<file path="config.mk">
export PLATFORM = sky130hd
export DESIGN_NAME = regfile_sb
export DESIGN_NICKNAME = d
export VERILOG_FILES = /design/src/rtl/regfile_sb_pkg.sv /design/src/rtl/regfile_scoreboard.sv /design/src/rtl/regfile_sb.sv
export SDC_FILE = /design/constraint.sdc
export NUM_CORES = 2
export LEC_CHECK = 0
export ABC_AREA = 1
export BUFFER_PORTS_ARGS = -buffer_cell sky130_fd_sc_hd__buf_2
export CORE_AREA = 2 2 386 293
export CTS_CLUSTER_SIZE = 30
export DETAILED_ROUTE_END_ITERATION = 12
export DIE_AREA = 0 0 388 295
export MAX_ROUTING_LAYER = met4
export PLACE_DENSITY = 0.79
export SETUP_SLACK_MARGIN = 0.4
export SLEW_MARGIN = 5
export SYNTH_ARGS = -nofsm -noshare
export SYNTH_HDL_FRONTEND = slang
export SYNTH_SLANG_ARGS = --single-unit
</file>
<file path="constraint.sdc">
create_clock -name clk -period 76.9 [get_ports clk]
set_clock_uncertainty 0.1 [all_clocks]
set_input_delay 3.845 -clock clk [delete_from_list [all_inputs] [get_ports clk]]
set_output_delay 3.845 -clock clk [all_outputs]
set_load 0.02 [all_outputs]
</file>
<file path="src/rtl/regfile_sb_pkg.sv">
// Shared RV32I register-file constants for regfile_sb and its scoreboard.
package regfile_sb_pkg;

  localparam int unsigned XLEN_DEF   = 32;
  localparam int unsigned NREGS_DEF  = 32;
  localparam int unsigned REG_AW_DEF = 5;
  localparam int unsigned NUM_RD_DEF = 2;
  localparam logic [REG_AW_DEF-1:0] REG_ZERO = 5'd0;

endpackage : regfile_sb_pkg

</file>
<file path="src/rtl/regfile_scoreboard.sv">
// Busy-bit scoreboard: a bit is set on issue and cleared on writeback.
// If both hit the same register in one cycle, the set wins. Register 0 is never busy.
module regfile_scoreboard
  import regfile_sb_pkg::*;
#(
  parameter  int unsigned NREGS = NREGS_DEF,
  localparam int unsigned AW    = $clog2(NREGS)
) (
  input  logic             clk,
  input  logic             rst,
  input  logic             set_en,
  input  logic [AW-1:0]    set_addr,
  input  logic             clr_en,
  input  logic [AW-1:0]    clr_addr,
  output logic [NREGS-1:0] busy_vec
);

  logic [NREGS-1:0] busy_d;
  logic [NREGS-1:0] busy_q;

  // Clear is applied first so that a same-register set overrides it.
  always_comb begin
    busy_d = busy_q;
    if (clr_en && (clr_addr != '0)) busy_d[clr_addr] = 1'b0;
    if (set_en && (set_addr != '0)) busy_d[set_addr] = 1'b1;
    busy_d[0] = 1'b0;
  end

  always_ff @(posedge clk or posedge rst) begin
    if (rst) busy_q <= '0;
    else     busy_q <= busy_d;
  end

  assign busy_vec = busy_q;

endmodule : regfile_scoreboard

</file>
<file path="src/rtl/regfile_sb.sv">
// RV32I integer register file with NUM_RD synchronous read ports, one write port
// and a busy scoreboard. Define REGFILE_BYPASS_EN for write-first reads.
module regfile_sb
  import regfile_sb_pkg::*;
#(
  parameter  int unsigned XLEN   = XLEN_DEF,
  parameter  int unsigned NREGS  = NREGS_DEF,
  parameter  int unsigned NUM_RD = NUM_RD_DEF,
  localparam int unsigned AW     = $clog2(NREGS)
) (
  input  logic                   clk,
  input  logic                   rst,
  input  logic [NUM_RD*AW-1:0]   rs_addr,
  input  logic [NUM_RD-1:0]      rs_en,
  output logic [NUM_RD*XLEN-1:0] rv,
  output logic [NUM_RD-1:0]      rs_busy,
  input  logic                   we,
  input  logic [AW-1:0]          rd,
  input  logic [XLEN-1:0]        indata,
  input  logic                   issue_en,
  input  logic [AW-1:0]          issue_rd,
  output logic [NREGS-1:0]       busy_vec
);

  logic [XLEN-1:0] mem_d [NREGS];
  logic [XLEN-1:0] mem_q [NREGS];
  logic            wr_ok;

  assign wr_ok = we && (rd != '0);

  always_comb begin
    mem_d = mem_q;
    if (wr_ok) mem_d[rd] = indata;
  end

  always_ff @(posedge clk or posedge rst) begin
    if (rst) begin
      for (int i = 0; i < int'(NREGS); i++) mem_q[i] <= '0;
    end else begin
      mem_q <= mem_d;
    end
  end

  regfile_scoreboard #(
    .NREGS (NREGS)
  ) u_scoreboard (
    .clk      (clk),
    .rst      (rst),
    .set_en   (issue_en),
    .set_addr (issue_rd),
    .clr_en   (we),
    .clr_addr (rd),
    .busy_vec (busy_vec)
  );

  for (genvar k = 0; k < int'(NUM_RD); k++) begin : g_rd
    logic [AW-1:0]   addr;
    logic [XLEN-1:0] rv_d;
    logic [XLEN-1:0] rv_q;

    assign addr = rs_addr[k*AW +: AW];

`ifdef REGFILE_BYPASS_EN
    logic wr_hit;
    assign wr_hit = wr_ok && (rd == addr);

    // A same-cycle writeback retires the producer unless it is re-issued.
    assign rs_busy[k] = busy_vec[addr] & ~(wr_hit & ~(issue_en && (issue_rd == addr)));

    always_comb begin
      rv_d = rv_q;
      if (rs_en[k]) begin
        if (addr == '0)  rv_d = '0;
        else if (wr_hit) rv_d = indata;
        else             rv_d = mem_q[addr];
      end
    end
`else
    assign rs_busy[k] = busy_vec[addr];

    always_comb begin
      rv_d = rv_q;
      if (rs_en[k]) begin
        if (addr == '0) rv_d = '0;
        else            rv_d = mem_q[addr];
      end
    end
`endif

    always_ff @(posedge clk or posedge rst) begin
      if (rst) rv_q <= '0;
      else     rv_q <= rv_d;
    end

    assign rv[k*XLEN +: XLEN] = rv_q;
  end : g_rd

endmodule : regfile_sb

</file>
# ---- Word level (Yosys, flattened, before mapping)
# Index checks and enable logic that the tools add are counted.
dict set report word_totals {
  register_bits 1119
  word_cells 81
}
dict set report op_classes {
  n_lt_le_gt_ge 10
  n_mux 21
  n_bitwise 6
  n_reduce_logical 9
}
# cell count
set ops {}
lappend ops {{1024-bit bitwise mux} 1}
lappend ops {{32-bit binary-select mux with 5-bit select} 2}
lappend ops {{32-bit 2-to-1 mux} 9}
lappend ops {{32-bit demux with 5-bit select} 1}
lappend ops {{32-bit AND} 1}
lappend ops {{32-bit NOT} 1}
lappend ops {{32-bit bitwise OR} 1}
lappend ops {{5-bit by 6-bit < comparator with 1-bit output, second input constant} 4}
lappend ops {{6-bit greater-or-equal comparator, second input constant} 3}
lappend ops {{5-bit NOT with 6-bit output} 3}
lappend ops {{1-bit binary-select mux with 5-bit select} 2}
lappend ops {{1-bit demux with 5-bit select} 2}
lappend ops {{5-bit by 1-bit greater-or-equal comparator with 1-bit output, second input constant} 2}
lappend ops {{5-bit zero test} 2}
lappend ops {{5-bit nonzero test} 2}
lappend ops {{6-bit by 1-bit < comparator with 1-bit output, second input constant} 1}
lappend ops {{1-bit logical AND} 5}
lappend ops {{1-bit 2-to-1 mux} 4}

# ---- Depth between registers and ports, before layout
dict set report depth {
  depth_word 9
  mapped_depth 14
  depth_no_buf 11
}

# ---- By module
# Synthesis repeated with hierarchy kept, for this count alone.
dict set report hier_totals {
  hier_cells 8784
  hier_area_um2 60326.6
}
# mod instances cells_each area_per_inst_um2
set modules_own_cells {}
lappend modules_own_cells {regfile_sb 1 8616 58931.5}
lappend modules_own_cells {regfile_scoreboard 1 168 1395.1}

# ---- Least setup slack after synthesis
# OpenSTA, ideal clock, no wires.
dict set report synth_path {
  path_type {input port to output port}
  startpoint {in rs_addr[0]}
  endpoint {out rs_busy[0]}
  arrival_time_ps 5156
  required_ps 72955
  slack_ps 67799
  cell_stages 11
  n_path_buf 4
  path_cell_list {buf_2 inv_1 buf_2 buf_2 buf_2 o21ai_0 o211ai_1 nand3_1 nand2_1 nand2_1 nand2_1}
}
dict set report synth_between {
  elab_chain_len 2
}
# item line
set synth_rtl {}
lappend synth_rtl {{from (decl)} regfile_sb.sv:13} ;# input logic [NUM_RD*AW-1:0] rs_addr,
lappend synth_rtl {{1-bit binary-select mux with 5-bit select} regfile_sb.sv:79} ;# assign rs_busy[k] = busy_vec[addr];
lappend synth_rtl {{1-bit 2-to-1 mux (not written as such)} regfile_sb.sv:79}
lappend synth_rtl {{to (decl)} regfile_sb.sv:16} ;# output logic [NUM_RD-1:0] rs_busy,
# Every way passes these cells. The select of a mux whose other input is x is not followed.

# ---- Worst setup path in the final report
dict set report layout_path {
  startpoint {in rs_addr[1]}
  endpoint {out rs_busy[0]}
}
# The elaborated chain is that of the path after synthesis.

==> impl_metrics.tcl <==
set metrics [dict create \
    synth_flop_cell "dfrtp_1" \
    fin_crit_ns 10.61 \
    min_to "mem_q[994]" \
    cts_max_path_buffers 3 \
    start_util 0.546 \
    tns_ns 0 \
    finalHoldViolCount 0 \
    grt_max_degree 187 \
    ioPinCount 156 \
    rows 106 \
    power_density_nw_per_um2 27.0 \
    fmaxAchievable_mhz 94.2 \
    clock_sink_count 1119 \
    path_max_fanout 108 \
    synth_commonest_cells "nand2_1 (3536), dfrtp_1 (1119), nand3_1 (837)" \
    maxCapViolCount 0 \
    syn_inst 8768 \
    gr-usage-all-layers 0.406 \
    via_count 62026 \
    synth-edff-count 0 \
    holdCritPathClass "flip-flop to flip-flop" \
    synth_top_area_share 0.464 \
    r2r-start "mem_q[878]" \
    routed_wirelength_um 229000 \
    dieArea_um2 114000 \
    fin_util 0.587 \
    cts_tree "built" \
    fp.coreArea_um2 111000 \
    viasPerCell 6.23 \
    routedWlPerCell_um 23.0 \
    place_area_um2 61000 \
    root_buffer "clkbuf_16" \
    synth_cell_types 27 \
    whs_path_depth 0 \
    synth_most_common_cell "nand2_1" \
    setup_viol 0 \
    postCtsSetupBuffers 0 \
    final_cell_area_um2 64900 \
    final_nets 8467 \
    clkTransAtPathRegs_ns 0.06 \
    start_kind "primary input" \
    p_leak_uw 0.0311 \
    reg2reg_to "g_rd[1].rv_q[14]" \
    drc 0 \
    synthToLayoutAreaGrowth_pct 7.45 \
    grt_pass1_vias 57569 \
    fp.dieH_um 295 \
    syn_area_per_cell_um2 6.89 \
    ys_async_sr_fraction 1.00 \
    firstDrtPassIters 7 \
    hold_path.startpoint "mem_q[994]" \
    die_w_um 388 \
    worstSetupPathType "primary input to output port" \
    status "completed" \
    numCtsBuffers 111 \
    hpwl_um 123000 \
    final_antenna_net_count 0 \
    post-route-period-util 0.138 \
    htree_levels 3 \
    r2r_cells 6 \
    netlist_area_um2 60400 \
    vdd_drop_max_mv 0.0195 \
    portBuffers 154 \
    drt-initial-drc-count 9452 \
    maxSlewViolCount 0 \
    tightest_slew_ns 1.27 \
    fillers 10071 \
    slew_headroom 0.155 \
    synth_warnings 0 \
    end_kind "output port" \
    synth_top_area_cell "dfrtp_1" \
    ctsResizeCount 0 \
    ys_top_cells_by_area "dfrtp_1 (46%), nand2_1 (22%), nand3_1 (6.9%)" \
    holdWs_ns 0.303 \
    cp_data_arrival_time_ns 6.67 \
    antenna_found_initial 14 \
    grt_pass1_wl_um 347000 \
    yosysSeqAreaShare 0.464 \
    rsz0062_at_grt "no" \
    synth_nets 8826 \
    ys_seq_elements 1119 \
    clock_latency_ns 0.75 \
    grt-ovfl-total 0 \
    ff2ff_setup_slack_ns 75.23 \
    crit_required_ns 72.96 \
    gp_congestion 0.905 \
    postCtsHoldBufs 0 \
    drive_gt1_frac 0.0597 \
]
registers in the layout, indices dropped and copies added (netlist names):
register / cells
g_rd.rv_q: 64
u_scoreboard.busy_vec: 31
mem_q: 1024
cells by family (layout without fill, tap and decap cells):
| logic type | count (synthesis) | after routing | synth area share |
|---|---|---|---|
| other | 1 | 9 | 0.0000621 |
| DFF | 1119 | 1119 | 0.464 |
| AOI/OAI and AO/OA | 1670 | 1670 | 0.139 |
| buffers and inverters | 1011 | 741 | 0.0684 |
| and+or+nand+nor | 4967 | 4967 | 0.329 |
worst max-delay path: stages:
cell and delay [ns]:
buf_8 0.67, buf_4 0.52, inv_4 0.30, a21oi_1 0.18, o21ai_0 0.09, nand3_1 0.11, nand3_1 0.10, nand2_1 0.12
nand2_1 0.07, nand2_1 0.25, buf_2 0.23
per-stage QoR:
step | instances | setup slack (ns) | power, µW
global placement | 9754 | 66.44 | 1140
detailed placement | 9754 | 66.49 | 1160
floorplan | 8768 | 41.45 | 1050
finish | 9964 | 66.29 | 1760
CTS | 9956 | 66.49 | 1750
global route | 9963 | 66.37 | 1840
layout make-up:
class                           instances  area [µm²]  area share
Antenna cell                            8        20.0    0.000308
Clock buffer                          154        3210      0.0495
Clock inverter                         48         674      0.0104
Inverter                              280        1080      0.0167
Multi-Input combinational cell       6638       28400       0.438
Sequential cell                      1119       28000       0.431
Tap cell                             1458        1820      0.0281
Timing Repair Buffer                  259        1660      0.0255
report_power, final:
| group | internal, µW | switching, µW | leakage (µW) | total, µW |
|---|---|---|---|---|
| Clock | 344 | 247 | 0.00193 | 591 |
| Sequential | 711 | 95.5 | 0.0138 | 806 |
| Combinational | 124 | 234 | 0.0154 | 358 |
worst max path at each step:
stage	from	slack, ns	end	cells past startpoint
after floorplan	rst	41.45	g_rd[0].rv_q[0]	1
after global placement	rs_addr[1]	66.44	rs_busy[0]	11
after detailed placement	rs_addr[1]	66.49	rs_busy[0]	11
after CTS	rs_addr[1]	66.49	rs_busy[0]	11
after global routing	rs_addr[1]	66.37	rs_busy[0]	12
final	rs_addr[1]	66.29	rs_busy[0]	11
routing by layer:
metal,GRT usage,wire length (µm),vias to the layer above
met1,0.524,83000,28560
met5,-,0,-
met3,0.106,34900,1108
met4,0.223,15700,0
met2,0.585,95400,4882
li1,-,-,27476
layout by cell type, fill, tap and decap left out, types with 4 or more instances in the layout:
master	netlist	final
nand4_1	34	34
clkbuf_8	0	23
nor2_1	539	530
inv_2	15	15
buf_12	0	4
buf_2	230	147
nand3_1	837	835
o22ai_1	12	12
nor3_2	2	5
buf_4	14	103
dfrtp_1	1119	1119
diode_2	0	8
bufinv_16	0	16
o211ai_1	10	10
nor2_4	4	19
clkbuf_1	410	18
clkinv_2	0	27
o21ai_0	700	700
inv_1	262	257
nand2_1	3536	3527
clkbuf_16	0	113
a21oi_1	807	807
nand2_2	4	12
o21ai_1	134	134
No activity file was read; power rests on OpenSTA's default activity.
